`src/rtl/pending_request_scheduler.sv`:
```
// pending_request_scheduler: sticky request capture with one-at-a-time highest-index issue
//   clk, rst     : clock and synchronous active-high reset
//   req_in       : single-cycle request pulses, one bit per line
//   out_ready    : consumer accepts out_code when high with out_valid
//   out_valid    : out_code holds an issued index
//   out_code     : issued index 0..15, 8'hF0 when nothing is issued
//   pending      : requests captured but not yet issued
//   served_cnt   : completed handshakes, modulo 256
//   overlap      : sticky, a request hit a bit that was already pending
//   idle         : nothing pending and nothing issued
module pending_request_scheduler (
    input  logic        clk,
    input  logic        rst,
    input  logic [15:0] req_in,
    input  logic        out_ready,
    output logic        out_valid,
    output logic [7:0]  out_code,
    output logic [15:0] pending,
    output logic [7:0]  served_cnt,
    output logic        overlap,
    output logic        idle
);
    logic [3:0]  hi_idx;
    logic [15:0] sel;
    logic        load;
    always_comb begin
        hi_idx = '0;
        for (int i = 0; i < 16; i++)
            if (pending[i]) hi_idx = 4'(i);
    end
    assign load = !out_valid || out_ready;
    assign sel  = (load && |pending) ? 16'(1) << hi_idx : '0;
    assign idle = pending == '0 && !out_valid;
    always_ff @(posedge clk) begin
        if (rst) begin
            pending    <= '0;
            out_valid  <= 1'b0;
            out_code   <= 8'hF0;
            served_cnt <= '0;
            overlap    <= 1'b0;
        end else begin
            // a request landing on the bit being issued keeps it pending (set wins)
            pending <= (pending & ~sel) | req_in;
            if (load) begin
                out_valid <= |pending;
                out_code  <= |pending ? {4'h0, hi_idx} : 8'hF0;
            end
            if (out_valid && out_ready) served_cnt <= served_cnt + 8'd1;
            if (|(req_in & pending & ~sel)) overlap <= 1'b1;
        end
    end
endmodule
```
`config.mk`:
```
export PLATFORM = sky130hd
export DESIGN_NAME = pending_request_scheduler
export DESIGN_NICKNAME = d
export VERILOG_FILES = /design/src/rtl/pending_request_scheduler.sv
export SDC_FILE = /design/constraint.sdc
export NUM_CORES = 1
export LEC_CHECK = 0
export ABC_CLOCK_PERIOD_IN_PS = 1700
export CAP_MARGIN = 40
export CORE_MARGIN = 3
export CORE_UTILIZATION = 41
export DETAILED_ROUTE_END_ITERATION = 10
export MAX_ROUTING_LAYER = met4
export PLACE_DENSITY = 0.77
export SETUP_SLACK_MARGIN = 0.4
export SLEW_MARGIN = 20
export SYNTH_ARGS = -nofsm -noshare
export SYNTH_HDL_FRONTEND = slang
export SYNTH_SLANG_ARGS = --single-unit
```
`constraint.sdc`:
```
create_clock -name clk -period 1.7 [get_ports clk]
set_input_delay 0.17 -clock clk [delete_from_list [all_inputs] [get_ports clk]]
set_output_delay 0.17 -clock clk [all_outputs]
set_load 0.01 [all_outputs]
```
==> results.toml, run 1 <==
[layout]
fillerInstances = 240
mostFrequentLayoutCells = "buf_4, nor2_1, dlygate4sd2_1, buf_6, clkdlybuf4s50_1"
fin_area_um2 = 3079
layout-area-overhead-vs-synth_pct = 86.72
final_common_cell = "buf_4"
fin_nets = 343
n_antenna_cell = 0
layout-drive-gt1-share_pct = 45.99

[floorplanning]
dieHeight_um = 69.42
die_w_um = 69.42
die_area_um2 = 4819
boundaryPins = 54
initial_core_util_pct = 43.73
coreArea_um2 = 3771
rows = 22

[sta]
fin_ws_ps = -195.3
fin_crit_sh_pct = 111.5
setup_viol = 9
rsz0062_at_grt = "true"
fmax_mhz = 527.6
setup-tns-final_ps = -867.5
fin_skew_ps = 4.040
maxSlewHeadroom_pct = 73.11
drv_slew = 0
hold_viol = 0
period_minus_slack_ps = 1895
worstMarginPinSlew_ps = 399.7

[grt]
grt.total_usage_pct = 25.16
grt.busiest_layer = "met2"
grt_max_degree = 31
grtUsageMet3_pct = 7.536
antenna_found_initial = 0
grt_remaining_overflow = 0
met2_usage_pct = 41.74
gr-usage-met1_pct = 27.86
grt_pass1_wl_um = 9418
grt_pass1_vias = 2015

[run]
maxCapViolations = 0

[synth]
ys_seq_elements = 31
ys_types = 46
synth_fp_nets = 222
async_reset_ff_share_pct = 0
synth_ff_type = "dfxtp_1"
synth_enable_flop_cells = 0
ys_seq_area_share_pct = 37.63
avgSynthCellArea_um2 = 8.164
yosys_warnings = 0
syn-cell-area_um2 = 1649
synthCells = 202

[drt]
wl_um = 6404
antenna_left = 0
vias_per_cell = 5.645
dr.pass1.iters = 5
drtIter0Drc = 145
vias = 2100
wire_per_inst_um = 17.22
route.detailed.drc = 0

[setup_path]
crit_type = "reg2reg"
path_buf_inv = 1
cpMaxStageDelayCell = "dfxtp_2"
startpoint_type = "flop"
cp_max_fo = 3
cpLargestDelayFamily = "simple AND/OR/NAND/NOR gates"
crit_path_max_incr_delay_ps = 340
crit_required_ps = 1860
arrival_ps = 2050
worstPathCellList = "nor4_4, buf_4, nand2_4, nor4b_4, o221ai_2, nor4b_2, a41oi_1"
endpoint_kind = "flop"

[cts]
clk_latency_ps = 290
cts_buffers = 5
cts_buffer_depth = 2
root_buffer = "clkbuf_8"
cts_tree = "done"
cts_hold_buf = 0
cts-htree-levels = 2
clk_pin_slew_worst_paths_ps = 70
cts_num_sinks = 31

[outcome]
status = "complete, but fails checks"
violations = "negative setup slack"

[power]
power_density_nw_per_um2 = 748.5
ir_drop_uv = 649.8
leakage_nw = 1.358
finalPower_mw = 2.305

[placed_design]
gp_congestion = 0.8963
dp_hpwl_um = 3949
dp_slack_ps = -186.3
place_area_um2 = 2592
port_buffers = 53

[worst_hold_path]
hold_class = "reg2reg"
## stage by stage
step	utilization [%]	instances	hold slack (ps)
final	81.65	372	482.7
after global routing	81.65	372	498.9
after CTS	77.04	360	483.0
after detailed placement	68.75	342	483.9
after global placement	68.75	342	479.3
after floorplan	-	202	286.1
## kinds of logic after synthesis
family	Yosys count	synth area share [%]
buffers and inverters	18	4.855
adders and majority gates	1	0.7586
muxes	1	0.6070
and+or+nand+nor	96	32.78
AOI/OAI and AO/OA	49	20.18
DFF	31	37.63
xor gates and xnor gates	6	3.187
## routing by layer
metal / up-vias / part of all wire [%]
li1: 965 / -
met1: 980 / 39
met2: 128 / 50
met3: 27 / 7.3
met4: 0 / 4.0
met5: - / 0
## power breakdown
group	switching (mW)	internal [mW]
combinational	0.344	0.375
clock	0.291	0.474
sequential	0.0475	0.773
## final timing paths
path | slack [ps] | depth (start not counted) | from | endpoint
worst min register to register | 480 | 2 | out_code[6] | out_code[6]
worst max-delay path | -200 | 7 | pending[7] | overlap
worst min-delay path | 480 | 2 | out_code[6] | out_code[6]
worst max register to register | -200 | 7 | pending[7] | overlap
## layout make-up
class | count | area (um^2) | area share, %
inverter | 10 | 37.54 | 1.219
clock inverter | 2 | 35.03 | 1.138
sequential | 31 | 659.4 | 21.41
tap | 48 | 60.06 | 1.950
multi-input combinational | 153 | 1145 | 37.18
timing repair buffer | 122 | 1060 | 34.42
clock buffer | 6 | 82.58 | 2.682
## repair_timing
action / in CTS / in global routing
gates resized for setup: 83 / 34
pin swaps: 26 / 23
setup endpoints to repair: 54 / 29
setup buffers: 10 / 12
## Yosys cell counts, drive strengths merged (2+ instances only)
library cell	count	share of area [%]
a21oi	19	6.2
a211oi	2	0.91
nand2	18	4.2
o22ai	2	0.76
a311oi	2	1.1
a22oi	3	1.4
nor4	5	5.5
o31ai	2	0.91
nor2	39	9.2
dfxtp	31	38
nand2b	4	1.5
xor2	4	2.1
buf	4	1.7
nor2b	3	1.1
nor3	4	1.2
o21ai	8	2.4
xnor2	2	1.1
clkbuf	4	0.91
a21boi	2	0.91
nand4	3	1.1
inv	10	2.3
o211ai	3	1.7
nor4b	3	2.9
nand3	11	3.3
## worst min-delay path: stages (launching register included)
cell	delay (ps)
dfxtp_1	340
nand2_1	60
nand2_1	40
## flip-flops by register name, indices dropped and copies added, names as in the netlist
register,count
served_cnt,8
out_code,5
pending,16
out_valid,1
overlap,1
No activity file was read; power rests on OpenSTA's default activity.
==> run 2: changes to the inputs <==
--- a/config.mk
+++ b/config.mk
@@ -5,13 +5,13 @@
 export SDC_FILE = /design/constraint.sdc
 export NUM_CORES = 1
 export LEC_CHECK = 0
-export ABC_CLOCK_PERIOD_IN_PS = 1700
+export ABC_CLOCK_PERIOD_IN_PS = 1900
 export CAP_MARGIN = 40
 export CORE_MARGIN = 3
-export CORE_UTILIZATION = 41
+export CORE_UTILIZATION = 46
 export DETAILED_ROUTE_END_ITERATION = 10
 export MAX_ROUTING_LAYER = met4
-export PLACE_DENSITY = 0.77
+export PLACE_DENSITY = 0.82
 export SETUP_SLACK_MARGIN = 0.4
 export SLEW_MARGIN = 20
 export SYNTH_ARGS = -nofsm -noshare
==> constraint.sdc (replaced) <==
create_clock -name clk -period 1.9 [get_ports clk]
set_input_delay 0.19 -clock clk [delete_from_list [all_inputs] [get_ports clk]]
set_output_delay 0.19 -clock clk [all_outputs]
set_load 0.01 [all_outputs]
==> run 2 against run 1 <==
  * The flow still finishes with violations (negative setup slack)
  * Clock skew grew 5.5 ps
  * Cell count fell by 5.9%
  * First-iteration DRC count is 27% lower
  * Largest cell class unchanged
  * Highest routed layer unchanged
==> results.toml, run 2 (synthesis results as in run 1) <==
[outcome]
status = "complete, but fails checks"
violations = "negative setup slack"

[placed_design]
place_area_um2 = 2445
port_buffers = 53
placedCellCount = 323
gp_congestion = 0.9239
dp_hpwl_um = 3683

[drt]
drtIter0Drc = 106
route.detailed.drc = 0
antenna_left = 0
vias_per_cell = 5.623
wire_per_inst_um = 17.63
vias = 1968
dr.pass1.iters = 4
wl_um = 6171

[setup_path]
startpoint_type = "flop"
r2r-start = "pending[6]"
cpMaxStageDelayCell = "dfxtp_2"
crit_type = "reg2reg"
crit_required_ps = 2100
arrival_ps = 2140
crit_start = "pending[6]"
worstPathCellList = "buf_4, a22oi_1, o211ai_1, o21ai_0, o221ai_2, nor4b_2, a41oi_1"
crit_path_max_incr_delay_ps = 350
cp_max_fo = 7
endpoint_kind = "flop"

[layout]
layout-area-overhead-vs-synth_pct = 74.89
fillerInstances = 182
mostFrequentLayoutCells = "buf_4, clkdlybuf4s50_1, nor2_1, dfxtp_2, nand2_1"
regArea_um2 = 663.1
fin_nets = 323
largest_reg_flops = 16
regMostFlops = "pending"
top_regs = "pending x16, served_cnt x8, out_code x5"
multi_input_area_um2 = 1104
final_common_cell = "buf_4"
n_antenna_cell = 0
fin_area_um2 = 2884
finalNonFillerCells = 350
fin_util_pct = 85.09
layout-drive-gt1-share_pct = 38.49

[floorplanning]
boundaryPins = 54
die_w_um = 65.88
die_area_um2 = 4340
dieHeight_um = 65.88
initial_core_util_pct = 48.65
rows = 21
coreArea_um2 = 3390

[grt]
grt_pass1_wl_um = 8431
grt_pass1_vias = 1750
grt_max_degree = 31
antenna_found_initial = 0
grt_remaining_overflow = 0
grt.total_usage_pct = 25.98

[sta]
maxSlewHeadroom_pct = 73.47
rsz0062_at_grt = "true"
fin_ws_ps = -38.36
setup_viol = 1
fmax_mhz = 515.9
fin_crit_sh_pct = 102.0
drv_slew = 0
period_minus_slack_ps = 1938
worstMarginPinSlew_ps = 393.8
hold_viol = 0
whs_ps = 455.0
fin_skew_ps = 9.497

[power]
switching_power_mw = 0.5601
power_density_nw_per_um2 = 645.8
ir_drop_uv = 498.0
p_clk_share_pct = 29.1
p_int_mw = 1.302
combPwrFrac_pct = 30.7
finalPower_mw = 1.863
power_frac_seq_pct = 40.2
switching_share_pct = 30.07
leakage_nw = 1.249

[cts]
cts_tree = "done"
cts_buffer_depth = 2
cts_num_sinks = 31
cts_buffers = 5
clk_latency_ps = 330
root_buffer = "clkbuf_4"
cts_hold_buf = 0
clk_pin_slew_worst_paths_ps = 100
cts-htree-levels = 2

[worst_hold_path]
min_from = "req_in[11]"
hold_class = "in2reg"

[run]
maxCapViolations = 0
run 2: routing by layer:
layer	GRT usage [%]	part of all wire, %	vias to the layer above
li1	-	-	915
met1	34.21	41	930
met2	41.05	50	104
met3	4.932	6.5	19
met4	6.477	2.7	0
met5	-	0	-
run 2: area by class of cell:
| type | instances | share of cell area [%] |
|---|---|---|
| Clock buffer | 6 | 1.779 |
| Clock inverter | 2 | 1.215 |
| Timing Repair Buffer | 102 | 32.45 |
| Multi-Input combinational cell | 153 | 38.26 |
| Sequential cell | 31 | 22.99 |
| Inverter | 10 | 1.302 |
| Tap cell | 46 | 1.996 |
run 2: through the flow:
stage                     setup TNS (ps)  worst slack (ps)
after floorplan                        0             169.2
after global placement            -10.20            -10.20
after detailed placement          -82.84            -82.84
after CTS                              0             79.15
after global routing              -190.5            -130.9
final                             -38.36            -38.36
run 2: final timing paths:
path | depth (start not counted) | slack (ps) | to
max | 7 | -40 | overlap
min | 3 | 460 | pending[11]
max reg2reg | 7 | -40 | overlap
min reg2reg | 2 | 510 | out_code[6]
run 2: worst max-delay path, delay by kind of cell (launching register included):
kind	cells	cell delay (ps)
AO/OA/AOI/OAI	5	1070
buffers and inverters	1	170
flip-flops	1	350
AND/OR/NAND/NOR	1	220
run 2: what timing repair did:
item | in CTS | in global routing
endpoints found under the setup margin | 34 | 33
setup buffers | 11 | 8
pin swaps | 18 | 10
resized for setup | 41 | 41
gates cloned | 0 | 0
endpoints found under the hold margin | 0 | 0
run 2: power groups by stage:
stage	sequential [mW]	clock [mW]	combinational, mW
CTS	0.745	0.544	0.501
floorplan	0.777	0	0.193
global placement	0.754	0	0.455
detailed placement	0.755	0	0.458
finish	0.749	0.542	0.571
global route	0.754	0.575	0.604
